$ cat src/rtl/sobel_pkg.sv
// Shared widths, FSM state type and the squaring helper for the Sobel gradient front end.
package sobel_pkg;

    localparam int PIX_W  = 8;
    localparam int R_W    = 16;
    localparam int GRAD_W = 11;
    localparam int SQ_W   = 20;
    localparam int SUM_W  = 21;

    typedef enum logic {
        IDLE,
        RUN
    } state_t;

    // |g| <= 1020, so g*g always fits in SQ_W bits once sign-extended.
    function automatic logic [SQ_W-1:0] grad_sq(input logic signed [GRAD_W-1:0] g);
        logic signed [2*GRAD_W-1:0] g_ext;
        g_ext = {{GRAD_W{g[GRAD_W-1]}}, g};
        return SQ_W'(g_ext * g_ext);
    endfunction

endpackage

$ cat src/rtl/sobel_line_buffer.sv
// One image-row delay: dout presents the pixel written DEPTH accepted pixels earlier.
module sobel_line_buffer
    import sobel_pkg::*;
#(
    parameter int DEPTH = 64
) (
    input  logic             clk,
    input  logic             rst,
    input  logic             we,
    input  logic [PIX_W-1:0] din,
    output logic [PIX_W-1:0] dout
);

    // The registered read port supplies the last stage of delay, so the array holds DEPTH-1.
    localparam int MEM_D = DEPTH - 1;
    localparam int PTR_W = (MEM_D > 1) ? $clog2(MEM_D) : 1;

    logic [PIX_W-1:0] mem [MEM_D];
    logic [PTR_W-1:0] ptr_reg;
    logic [PIX_W-1:0] dout_reg;

    always_ff @(posedge clk or posedge rst) begin
        if (rst) begin
            ptr_reg <= '0;
        end else if (we) begin
            ptr_reg <= (ptr_reg == PTR_W'(MEM_D - 1)) ? '0 : ptr_reg + 1'b1;
        end
    end

    always_ff @(posedge clk) begin
        if (we) begin
            dout_reg     <= mem[ptr_reg];
            mem[ptr_reg] <= din;
        end
    end

    assign dout = dout_reg;

endmodule

$ cat src/rtl/sobel_grad_sq.sv
// Streaming 3x3 Sobel: emits (Gx^2 + Gy^2) >> SHIFT, saturated to 16 bits, for interior pixels.
module sobel_grad_sq
    import sobel_pkg::*;
#(
    parameter int IMG_W = 64,
    parameter int IMG_H = 64,
    parameter int SHIFT = 5
) (
    input  logic             clk,
    input  logic             rst,
    input  logic [PIX_W-1:0] pix_in,
    input  logic             pix_valid,
    input  logic             sof,
    output logic [R_W-1:0]   r_out,
    output logic             r_valid,
    output logic             r_last,
    output logic             err_frame
);

    localparam int COL_W = $clog2(IMG_W);
    localparam int ROW_W = $clog2(IMG_H);

    state_t           state_reg, state_next;
    logic [COL_W-1:0] col_reg, col_next, cur_col;
    logic [ROW_W-1:0] row_reg, row_next, cur_row;
    logic             accept, err_next, win_en, last_en;

    always_ff @(posedge clk or posedge rst) begin
        if (rst) begin
            state_reg <= IDLE;
            col_reg   <= '0;
            row_reg   <= '0;
            err_frame <= 1'b0;
        end else begin
            state_reg <= state_next;
            col_reg   <= col_next;
            row_reg   <= row_next;
            err_frame <= err_next;
        end
    end

    // cur_row/cur_col give the position of the pixel being accepted this edge.
    always_comb begin
        state_next = state_reg;
        col_next   = col_reg;
        row_next   = row_reg;
        cur_col    = col_reg;
        cur_row    = row_reg;
        accept     = 1'b0;
        err_next   = 1'b0;
        if (pix_valid && sof) begin
            accept   = 1'b1;
            cur_col  = '0;
            cur_row  = '0;
            err_next = (state_reg == RUN);
        end else if (pix_valid && state_reg == RUN) begin
            accept = 1'b1;
        end
        if (accept) begin
            state_next = RUN;
            if (cur_col == COL_W'(IMG_W - 1)) begin
                col_next = '0;
                if (cur_row == ROW_W'(IMG_H - 1)) begin
                    row_next   = '0;
                    state_next = IDLE;
                end else begin
                    row_next = cur_row + 1'b1;
                end
            end else begin
                col_next = cur_col + 1'b1;
                row_next = cur_row;
            end
        end
    end

    assign win_en  = accept && (cur_row >= ROW_W'(2)) && (cur_col >= COL_W'(2));
    assign last_en = (cur_row == ROW_W'(IMG_H - 1)) && (cur_col == COL_W'(IMG_W - 1));

    logic [PIX_W-1:0] lb1_out, lb2_out;

    sobel_line_buffer #(.DEPTH(IMG_W)) u_lb1 (
        .clk (clk),
        .rst (rst),
        .we  (accept),
        .din (pix_in),
        .dout(lb1_out)
    );

    sobel_line_buffer #(.DEPTH(IMG_W)) u_lb2 (
        .clk (clk),
        .rst (rst),
        .we  (accept),
        .din (lb1_out),
        .dout(lb2_out)
    );

    // Row 0 of the window is two rows up, row 2 is the current row; column 2 is newest.
    logic [PIX_W-1:0] tap     [3];
    logic [PIX_W-1:0] win_reg [3][3];

    assign tap[0] = lb2_out;
    assign tap[1] = lb1_out;
    assign tap[2] = pix_in;

    generate
        for (genvar gi = 0; gi < 3; gi++) begin : g_win_row
            always_ff @(posedge clk) begin
                if (accept) begin
                    win_reg[gi][0] <= win_reg[gi][1];
                    win_reg[gi][1] <= win_reg[gi][2];
                    win_reg[gi][2] <= tap[gi];
                end
            end
        end
    endgenerate

    logic [PIX_W+1:0]         gx_pos, gx_neg, gy_pos, gy_neg;
    logic signed [GRAD_W-1:0] gx_next, gy_next, gx_reg, gy_reg;
    logic [SQ_W-1:0]          gx_sq_reg, gy_sq_reg;
    logic [SUM_W-1:0]         sum_next, shifted_next;
    logic [R_W-1:0]           r_next;

    assign gx_pos = {2'b0, win_reg[0][2]} + {1'b0, win_reg[1][2], 1'b0} + {2'b0, win_reg[2][2]};
    assign gx_neg = {2'b0, win_reg[0][0]} + {1'b0, win_reg[1][0], 1'b0} + {2'b0, win_reg[2][0]};
    assign gy_pos = {2'b0, win_reg[2][0]} + {1'b0, win_reg[2][1], 1'b0} + {2'b0, win_reg[2][2]};
    assign gy_neg = {2'b0, win_reg[0][0]} + {1'b0, win_reg[0][1], 1'b0} + {2'b0, win_reg[0][2]};
    assign gx_next = {1'b0, gx_pos} - {1'b0, gx_neg};
    assign gy_next = {1'b0, gy_pos} - {1'b0, gy_neg};

    assign sum_next     = {1'b0, gx_sq_reg} + {1'b0, gy_sq_reg};
    assign shifted_next = sum_next >> SHIFT;
    assign r_next       = (|shifted_next[SUM_W-1:R_W]) ? '1 : shifted_next[R_W-1:0];

    always_ff @(posedge clk) begin
        gx_reg    <= gx_next;
        gy_reg    <= gy_next;
        gx_sq_reg <= grad_sq(gx_reg);
        gy_sq_reg <= grad_sq(gy_reg);
    end

    logic [2:0] vld_reg, lst_reg;

    always_ff @(posedge clk or posedge rst) begin
        if (rst) begin
            vld_reg <= '0;
            lst_reg <= '0;
            r_out   <= '0;
            r_valid <= 1'b0;
            r_last  <= 1'b0;
        end else begin
            vld_reg <= {vld_reg[1:0], win_en};
            lst_reg <= {lst_reg[1:0], win_en && last_en};
            r_out   <= r_next;
            r_valid <= vld_reg[2];
            r_last  <= lst_reg[2];
        end
    end

endmodule

$ cat config.mk
export PLATFORM = sky130hd
export DESIGN_NAME = sobel_grad_sq
export DESIGN_NICKNAME = d
export VERILOG_FILES = /design/src/rtl/sobel_pkg.sv /design/src/rtl/sobel_line_buffer.sv /design/src/rtl/sobel_grad_sq.sv
export SDC_FILE = /design/constraint.sdc
export NUM_CORES = 2
export LEC_CHECK = 0
export CORE_MARGIN = 8
export CORE_UTILIZATION = 50
export CTS_CLUSTER_SIZE = 24
export DETAILED_ROUTE_END_ITERATION = 8
export PLACE_DENSITY = 0.63
export SYNTH_ARGS = -nofsm -noshare
export SYNTH_HDL_FRONTEND = slang
export SYNTH_SLANG_ARGS = --single-unit
$ cat constraint.sdc
create_clock -name clk -period 10.7 [get_ports clk]
set_input_delay 2.675 -clock clk [delete_from_list [all_inputs] [get_ports clk]]
set_output_delay 2.675 -clock clk [all_outputs]
set_load 0.005 [all_outputs]
==> results.py <==
metrics = {
    "status": {
        "outcome": "finished clean",
    },
    "synthesis": {
        "synthesis.nets": 4030,
        "synth_enable_flop_cells": 1096,
        "ys_ff_latch": 1204,
        "post_synth_main_area_contributors": "edfxtp_1 59%, fa_1 9.0%, mux4_2 3.6%",
        "postSynthCellCount": 3634,
        "synthMostInstantiatedCell": "edfxtp_1",
        "post_synth.cell_area_avg_um2": 15.3,
        "netlist.area_leader.share_pct": 59.1,
        "synth.yosys.warnings": 0,
        "synth_common_cells": "1096 x edfxtp_1, 341 x inv_1, 250 x fa_1, 245 x nor2_1, 139 x nand2_1",
        "synth_async_sr_flop_share_pct": 4.15,
        "seq_area_frac_synth_pct": 63.4,
        "mappedNetlistArea_mm2": 0.0557,
        "netlist-cell-type-count": 73,
        "leading_area_contributor_after_synthesis": "edfxtp_1",
        "ys_dominant_reg_cell": "edfxtp_1",
    },
    "finish": {
        "antenna_cells_inserted": 0,
        "drive_gt1_share_pct": 11.7,
        "flow.area_growth_from_synthesis_pct": 10.4,
        "num-nets-final": 4061,
        "layout.filler_cells": 8811,
    },
    "routing": {
        "total_via_count_in_the_routed_design": 31112,
        "post-route-drc-count": 0,
        "vias_per_cell": 5.92,
        "drt-pass1-iter-count": 6,
        "drt_iter0_drc": 3119,
        "antenna_violating_nets_post_route": 0,
        "wl_per_cell_um": 25.4,
        "wirelength_um": 134000,
    },
    "run": {
        "drv.max_cap_violation_count": 0,
    },
    "floorplanning": {
        "boundaryPins": 31,
        "fp.dieArea_mm2": 0.122,
        "floorplan.die.width_um": 350,
        "initial_utilization_pct": 50.4,
        "die_height_um": 350,
        "rows": 122,
        "core-area_mm2": 0.111,
    },
    "clock_tree": {
        "cts_tree": "built",
        "cts-buffers-inserted": 121,
        "post_cts_hold_buffer_count": 0,
        "clk_pin_slew_ns": 0.06,
        "clock_tree_root_driver_cell": "clkbuf_16",
        "max-clock-path-buffers": 3,
        "cts-resized-gates": 0,
        "cts_setup_buffers": 0,
        "cts_max_level": 3,
        "cts.sinks": 1204,
        "clock_latency_of_the_later_clocked_register_in_the_worst_skew_pair_ns": 0.73,
    },
    "critical_path": {
        "critical_path_class": "input port to register",
        "cell_type_of_the_slowest_stage_on_the_worst_timing_path": "nor2_1",
        "timing.critical_path.buf_inv": 4,
        "cell_breakdown_of_the_critical_path": "clkdlybuf4s50_1, o21ai_2, buf_4, inv_4, buf_4, nand3_1, nor2_1",
        "timing.critical_path.mode_cell": "buf_4",
        "critical_path_arrival_ns": 6.54,
        "cpLargestDelayFamily": "buffers and inverters",
        "cp_max_fo": 63,
        "cp_slowest_stage_delay_ns": 0.87,
        "timing.critical_path.from_type": "input port",
        "endpoint_kind": "register",
        "timing.critical_path.required_ns": 11.01,
    },
    "global_routing": {
        "groute.usage.overall_pct": 21.8,
        "grt_start_max_net_pins": 65,
        "grt_overflow_total": 0,
        "via_count_of_the_first_global_routing_pass": 31927,
        "grt_first_pass_wirelength_um": 202000,
        "antenna_violations_before_repair": 3,
    },
    "sta": {
        "timing.fmax_ghz": 0.160,
        "timing.final.crit_period_ns": 6.24,
        "rsz_0062_raised_after_global_routing": "false",
        "min_period_over_period_pct": 58.3,
        "slew-limit-headroom_pct": 6.71,
        "timing_worst_slew_pin_value_ns": 1.39,
        "setup_tns_ns": 0,
        "final_number_of_max_transition_violations": 0,
        "clock_skew_ns": 0.0608,
        "total_of_endpoints_with_negative_setup_slack_in_the_final_report": 0,
        "hold_viol_final": 0,
    },
    "place": {
        "placer_congestion_estimate": 0.859,
        "post_detail_place_hpwl_um": 82800,
        "buffer_ports.inserted": 30,
    },
    "hold_path": {
        "hold_path.class": "register to register",
    },
}
cell families (layout without fill, tap and decap cells):
kind of cell               after synthesis  count (layout)  synth area share, %
AOI/OAI and AO/OA                      584             584                 7.27
xor gates and xnor gates                85              85                 1.34
adders and majority gates              384             384                 12.0
buffers and inverters                  515             648                 3.91
DFF                                   1204            1204                 63.4
muxes                                  284             284                 7.38
and+or+nand+nor                        578             578                 4.73
cell usage in the layout, fill, tap and decap left out, types with 43 or more instances in the layout:
cell	instances
inv_1	339
dfrtp_1	44
a21oi_1	132
edfxtp_1	1096
a221oi_1	115
o22ai_1	43
buf_4	57
mux4_2	89
mux2_2	87
xnor2_1	61
nor2_1	243
fa_1	250
ha_1	134
mux2i_1	104
a22oi_1	50
o21ai_0	86
dfxtp_1	58
clkbuf_16	123
and2_1	61
nand2_1	139
layer usage:
metal	GRT usage, %	wire (µm)
met5	0	0
met4	8.12	5200
met3	4.54	11300
met2	34.8	62500
met1	29.8	54600
through the flow:
stage | hold slack [ns] | worst slack, ns | instance area, µm² | cells | util [%]
global placement | 0.332 | 3.95 | 57400 | 5030 | 51.9
global route | 0.355 | 4.30 | 61500 | 5255 | 55.6
finish | 0.349 | 4.46 | 61500 | 5255 | 55.6
detailed placement | 0.337 | 3.87 | 57400 | 5030 | 51.9
CTS | 0.351 | 4.62 | 61500 | 5255 | 55.6
floorplan | 0.331 | 4.48 | 55700 | 3634 | -
worst register-to-register path: stages (launching register included):
cell and delay, ns:
dfxtp_1 0.55, inv_1 0.22, nor2_1 0.31, fa_1 0.48
fa_1 0.52, fa_1 0.51, fa_1 0.49, inv_1 0.05
fa_1 0.47, inv_1 0.04, ha_1 0.34, a21o_1 0.18
a21o_1 0.17, a31oi_1 0.23, a21oi_1 0.18, nand2_1 0.12
o21ai_0 0.11, xnor2_1 0.29
final cells by class:
class / count / area (µm²) / share of cell area [%]
Sequential cell: 1204 / 35300 / 57.5
Multi-Input combinational cell: 1915 / 18200 / 29.7
Clock buffer: 140 / 3140 / 5.11
Tap cell: 1488 / 1860 / 3.03
Inverter: 343 / 1290 / 2.10
Clock inverter: 85 / 973 / 1.58
Timing Repair Buffer: 80 / 653 / 1.06
worst paths after layout:
path	startpoint	endpoint	slack (ns)	cells after the start
hold / removal	lst_reg[2]$_DFF_PP0_	r_last$_DFF_PP0_	0.35	0
min in group asynchronous	rst	u_lb2.ptr_reg[5]$_DFFE_PP0P_	2.48	3
setup / recovery	pix_valid	u_lb1.mem[51][1]$_DFFE_PP_	4.46	7
max in group asynchronous	rst	u_lb1.ptr_reg[0]$_DFFE_PP0P_	7.57	3
hold reg to reg	lst_reg[2]$_DFF_PP0_	r_last$_DFF_PP0_	0.35	0
setup reg to reg	gy_reg[7]$_DFF_P_	gy_sq_reg[19]$_DFF_P_	5.35	17
Power is left out: the tool's default activity adds up to more than one toggle a clock period on the data nets, which glitch-free logic cannot reach.
